File: config.mk
export PLATFORM = sky130hd
export DESIGN_NAME = div_sequencer
export DESIGN_NICKNAME = d
export VERILOG_FILES = /design/src/rtl/div_sequencer.sv
export SDC_FILE = /design/constraint.sdc
export NUM_CORES = 1
export LEC_CHECK = 0
export BUFFER_PORTS_ARGS = -buffer_cell sky130_fd_sc_hd__clkbuf_2
export CAP_MARGIN = 20
export CORE_UTILIZATION = 45
export CTS_CLUSTER_SIZE = 14
export DETAILED_ROUTE_END_ITERATION = 8
export PLACE_DENSITY_LB_ADDON = 0.08
export SLEW_MARGIN = 20
export SYNTH_ARGS = -nofsm -noshare
export SYNTH_HDL_FRONTEND = slang
export SYNTH_SLANG_ARGS = --single-unit
File: constraint.sdc
create_clock -name clk_25mhz -period 7.5 [get_ports clk_25mhz]
set_input_delay 1.5 -clock clk_25mhz [delete_from_list [all_inputs] [get_ports clk_25mhz]]
set_output_delay 1.5 -clock clk_25mhz [all_outputs]
set_load 0.05 [all_outputs]
File: src/rtl/div_sequencer.sv
// Multi-cycle radix-2 restoring divide/remainder sequencer for the M-extension.
// Produces one quotient bit per cycle and stalls the pipeline while it works.
module div_sequencer #(
  parameter int XLEN = 32
) (
  input  logic            clk_25mhz,
  input  logic            rst_n_i,
  input  logic            start_i,
  input  logic [1:0]      op_i,
  input  logic [XLEN-1:0] operand1_i,
  input  logic [XLEN-1:0] operand2_i,
  input  logic            flush_i,
  output logic            stall_o,
  output logic            busy_o,
  output logic            done_o,
  output logic [XLEN-1:0] res_o
);

  localparam int              CNT_W    = $clog2(XLEN);
  localparam logic [CNT_W-1:0] CNT_LAST = CNT_W'(XLEN - 1);
  localparam logic [XLEN-1:0]  MIN_NEG  = {1'b1, {(XLEN-1){1'b0}}};

  typedef enum logic [1:0] {IDLE, CALC, FIX, DONE} state_e;

  state_e            state_q, state_d;
  logic              sel_rem_q, sel_rem_d;
  logic              neg_quo_q, neg_quo_d;
  logic              neg_rem_q, neg_rem_d;
  logic [XLEN-1:0]   quo_q, quo_d;
  logic [XLEN-1:0]   rem_q, rem_d;
  logic [XLEN-1:0]   dvs_q, dvs_d;
  logic [CNT_W-1:0]  cnt_q, cnt_d;
  logic [XLEN-1:0]   res_q, res_d;
  logic              busy_q, busy_d;

  logic              sgn_a, sgn_b;
  logic [XLEN:0]     rem_ext, diff;

  function automatic logic [XLEN-1:0] neg_if(input logic c, input logic [XLEN-1:0] v);
    return c ? (~v + 1'b1) : v;
  endfunction

  // Sign flags only exist for the signed ops (op_i[0] == 0).
  assign sgn_a   = ~op_i[0] & operand1_i[XLEN-1];
  assign sgn_b   = ~op_i[0] & operand2_i[XLEN-1];

  // The shifted-in partial remainder can be XLEN+1 bits wide; bit XLEN of diff is the borrow.
  assign rem_ext = {rem_q, quo_q[XLEN-1]};
  assign diff    = rem_ext - {1'b0, dvs_q};

  always_ff @(posedge clk_25mhz or negedge rst_n_i) begin
    if (!rst_n_i) begin
      state_q   <= IDLE;
      sel_rem_q <= 1'b0;
      neg_quo_q <= 1'b0;
      neg_rem_q <= 1'b0;
      quo_q     <= '0;
      rem_q     <= '0;
      dvs_q     <= '0;
      cnt_q     <= '0;
      res_q     <= '0;
      busy_q    <= 1'b0;
    end else begin
      state_q   <= state_d;
      sel_rem_q <= sel_rem_d;
      neg_quo_q <= neg_quo_d;
      neg_rem_q <= neg_rem_d;
      quo_q     <= quo_d;
      rem_q     <= rem_d;
      dvs_q     <= dvs_d;
      cnt_q     <= cnt_d;
      res_q     <= res_d;
      busy_q    <= busy_d;
    end
  end

  always_comb begin
    state_d   = state_q;
    sel_rem_d = sel_rem_q;
    neg_quo_d = neg_quo_q;
    neg_rem_d = neg_rem_q;
    quo_d     = quo_q;
    rem_d     = rem_q;
    dvs_d     = dvs_q;
    cnt_d     = cnt_q;
    res_d     = res_q;
    case (state_q)
      IDLE: begin
        if (start_i && !flush_i) begin
          sel_rem_d = op_i[1];
          neg_quo_d = sgn_a ^ sgn_b;
          neg_rem_d = sgn_a;
          if (operand2_i == '0) begin
            res_d   = op_i[1] ? operand1_i : '1;
            state_d = DONE;
          end else if (!op_i[0] && operand1_i == MIN_NEG && operand2_i == '1) begin
            res_d   = op_i[1] ? '0 : MIN_NEG;
            state_d = DONE;
          end else begin
            quo_d   = neg_if(sgn_a, operand1_i);
            dvs_d   = neg_if(sgn_b, operand2_i);
            rem_d   = '0;
            cnt_d   = '0;
            state_d = CALC;
          end
        end
      end
      CALC: begin
        if (flush_i) begin
          state_d = IDLE;
        end else begin
          quo_d = {quo_q[XLEN-2:0], ~diff[XLEN]};
          rem_d = diff[XLEN] ? rem_ext[XLEN-1:0] : diff[XLEN-1:0];
          cnt_d = cnt_q + 1'b1;
          if (cnt_q == CNT_LAST) state_d = FIX;
        end
      end
      FIX: begin
        if (flush_i) begin
          state_d = IDLE;
        end else begin
          res_d   = sel_rem_q ? neg_if(neg_rem_q, rem_q) : neg_if(neg_quo_q, quo_q);
          state_d = DONE;
        end
      end
      DONE:    state_d = IDLE;
      default: state_d = IDLE;
    endcase
  end

  assign busy_d  = (state_d == CALC) || (state_d == FIX);

  assign stall_o = ((state_q == IDLE) && start_i && !flush_i) ||
                   (state_q == CALC) || (state_q == FIX);
  assign busy_o  = busy_q;
  assign done_o  = (state_q == DONE) && !flush_i;
  assign res_o   = res_q;

endmodule

==> flow_summary_export.csv <==
group,metric,value,unit
hold_path,hold-path-endpoint,"res_o[15]$_DFFE_PN0P_",
synth,synth_edf_count,0,
grt,grt_pass1_wl,48400,µm
critical_path,cp_cell_sequence,"clkbuf_2 -> nor4_2 -> nand3_1 -> nor4_1 -> nand2_1 -> o41ai_2 -> o41a_2 -> buf_4 -> nand2_1 -> o311ai_0",
critical_path,cpPeakStageDelay,0.82,ns
critical_path,r2r_cells,13,
clock_tree,cts_tree,"done",
hold_path,hp-class,"flip-flop to flip-flop",
hold_path,hold_depth,2,
sta,max_freq,216,MHz
drt,wire_per_inst,17.3,µm
critical_path,cp-end-kind,"flip-flop",
clock_tree,cts_resized,0,
synth,synth_xor_area_frac,0.122,
synth,syn_nets,1428,
grt,grt_max_degree,87,
clock_tree,cts-htree-levels,4,
synth,synth_mux_area_frac,0.0316,
cells_and_area,area_growth,12.2,%
grt,first_global_vias,9187,
drt,via_per_inst,5.61,
pwr,power.density,195,nW/µm²
critical_path,worstSetupStartpointType,"input port",
sta,period_share,0.618,
hold_path,min_from,"res_o[15]$_DFFE_PN0P_",
floorplanning,chipHeight,157,µm
clock_tree,clk_latency,0.42,ns
clock_tree,clock_sinks,139,
synth,synth_top_area_share,0.323,
synth,yosys_warnings,0,
cells_and_area,ff_latch_area,3480,µm²
critical_path,cp_slowest_cell,"o41a_2",
sta,slew_viol_final,0,
drt,dr.first_iter.drc_count,604,
pwr,p_leak,5.40,nW
sta,worst_slew_pin_slew,1.08,ns
synth,netlist_top_cells_area,"dfrtp_1 32%, xnor2_1 6.8%, o21ai_0 6.0%, a21oi_1 5.2%, xor2_1 5.1%",
floorplanning,ios,105,
grt,grtUsageTotal,0.251,
critical_path,timing.rr.end,"rem_q[29]$_DFFE_PN0P_",
placement,port_buffers,104,
synth,yosysUniqueCellTypes,66,
floorplanning,die_w,157,µm
critical_path,cp_max_fo,51,
synth,yosysSeqAreaShare,0.323,
synth,avgSynthCellArea,8.17,µm²
clock_tree,postCtsSetupBuffers,0,
critical_path,r2r_start,"quo_q[31]$_DFFE_PN0P_",
synth,synth_top_family_by_area,"compound AO/OA/AOI/OAI gates",
placement,place.gp.congestion,0.873,
synth,syn-cell-area,10800,µm²
synth,synthSimpleGateAreaFrac,0.186,
placement,dp_hpwl,22200,µm
floorplanning,die_area,24500,µm²
cells_and_area,drive_above_1_share,0.121,
pwr,ir_drop,0.146,mV
drt,routed_wl,29600,µm
critical_path,crit_type,"input port to flip-flop",
drt,first_pass_iters,5,
floorplanning,rows,56,
grt,overflow,0,
sta,rsz0062_at_grt,"no",
clock_tree,clk_path_buf_depth,2,
grt,antenna_found_initial,0,
sta,finalCriticalPeriod,4.64,ns
sta,whs,0.463,ns
sta,setup_viol,0,
cells_and_area,antenna_cells,0,
synth,synth_fa_ha_area_frac,0.0472,
synth,synth-compound-area-share,0.241,
cells_and_area,multi_input_area,6760,µm²
cells_and_area,nets,1491,
sta,fin_tns_setup,0,ns
clock_tree,cts_hold_buf,0,
synth,ys.flop_type,"dfrtp_1",
clock_tree,numCtsBuffers,17,
synth,synth-async-reset-ratio,1.00,
critical_path,cp_common_cell,"nand2_1",
synth,synthCells,1318,
run_status,status,"finished, final reports clean",
drt,drc,0,
critical_path,required,7.80,ns
synth,netlist.top_cell.by_area,"dfrtp_1",
cells_and_area,fillers,2311,
critical_path,worst-endpoint-arrival,4.94,ns
drt,postRouteAntennaNets,0,
sta,skew,0.0163,ns
run,drv_cap,0,
floorplanning,core,23500,µm²
floorplanning,initial_core_util,0.459,
drt,vias,9606,
sta,final-hold-violation-count,0,
synth,synth_seq_cells,139,
critical_path,r2r_slack,3.58,ns
clock_tree,clkTransAtPathRegs,0.06,ns
clock_tree,cts_root_buf,"clkbuf_16",
sta,timing.slew.headroom,0.281,
[placed cells by master (no fill, tap or decap), types with 7 or more instances in the layout]
| master | instances |
|---|---|
| nor2b_1 | 7 |
| a21oi_1 | 111 |
| or3_1 | 14 |
| clkbuf_16 | 17 |
| and3_1 | 8 |
| nor3_1 | 16 |
| nand2_1 | 145 |
| buf_4 | 12 |
| ha_1 | 39 |
| nand4_1 | 16 |
| nand2b_1 | 16 |
| xnor2_1 | 84 |
| nor4_1 | 13 |
| nand3_1 | 16 |
| o41ai_1 | 14 |
| mux2i_1 | 34 |
| o211ai_1 | 22 |
| a21o_1 | 17 |
| o31ai_1 | 26 |
| nor2_1 | 131 |
| o221ai_1 | 14 |
| dfrtp_1 | 139 |
| inv_1 | 55 |
| a221o_1 | 19 |
| or4_1 | 9 |
| clkbuf_2 | 103 |
| a31oi_1 | 18 |
| o21ai_0 | 128 |
| xor2_1 | 63 |
| a211oi_1 | 8 |
[synth_stat cells (17+ instances only)]
library cell,n
a21oi_1,111
mux2i_1,34
o31ai_1,26
nor2_1,132
xnor2_1,84
clkbuf_1,44
buf_2,20
a221o_1,19
a31oi_1,18
ha_1,39
o211ai_1,22
inv_1,55
dfrtp_1,139
o21ai_0,128
a21o_1,17
xor2_1,63
nand2_1,145
[stage by stage]
stage               utilization  instance area [µm²]  total power, W  instances  setup slack (ns)
floorplan                     -                10800         0.00131       1318              3.34
global placement          0.488                11500         0.00147       1681              2.54
detailed placement        0.488                11500         0.00148       1681              2.46
CTS                       0.514                12100         0.00236       1713              2.90
global route              0.514                12100         0.00248       1713              2.56
finish                    0.514                12100         0.00235       1713              2.86
[per-layer routing]
metal	share of wire	global-route usage
met4	0.011	0.0546
met5	0	0
met1	0.49	0.353
met3	0.053	0.0413
met2	0.44	0.402
[state kept, by name, summed over array words and instances, names as in the netlist, 2 cells and up]
name / flops
dvs_q: 32
quo_q: 32
rem_q: 32
res_o: 32
cnt_q: 5
state_q: 2
[cell families (layout without fill, tap and decap cells)]
kind of cell | count (synthesis) | in the layout
simple gates | 421 | 421
compound gates | 409 | 409
xor+xnor | 148 | 148
flops | 139 | 139
buf+inv | 127 | 203
fa+ha+maj | 40 | 40
mux | 34 | 34
[worst max path at each step]
| stage | from | slack, ns | to |
|---|---|---|---|
| 2_1_floorplan | flush_i | 3.34 | stall_o |
| 3_3_place_gp | operand2_i[2] | 2.54 | rem_q[2]$_DFFE_PN0P_ |
| 3_5_place_dp | operand2_i[2] | 2.46 | rem_q[2]$_DFFE_PN0P_ |
| 4_1_cts | operand2_i[2] | 2.90 | rem_q[2]$_DFFE_PN0P_ |
| 5_1_grt | operand2_i[2] | 2.56 | rem_q[2]$_DFFE_PN0P_ |
| 6_report | operand2_i[2] | 2.86 | rem_q[2]$_DFFE_PN0P_ |
[worst max-delay path, delay by kind of cell]
family	cells	cell delay (ns)
buffers and inverters	2	0.60
AND/OR/NAND/NOR	5	1.76
AO/OA/AOI/OAI	3	1.04
[where the power goes]
| part | switching (W) | internal, W | total [W] |
|---|---|---|---|
| logic | 0.000343 | 0.000225 | 0.000568 |
| clock network | 0.000334 | 0.000550 | 0.000884 |
| registers | 0.0000807 | 0.000821 | 0.000902 |
| total | 0.000757 | 0.00160 | 0.00235 |
[area by class of cell]
| cell class | count | share of cell area |
|---|---|---|
| repair buffers | 116 | 0.0511 |
| flip-flops and latches | 139 | 0.288 |
| clock inverters | 10 | 0.0116 |
| clock buffers | 22 | 0.0393 |
| multi-input cells | 1052 | 0.560 |
| inverters | 55 | 0.0171 |
| well taps | 319 | 0.0331 |
Power figures use the tool's default switching activity.
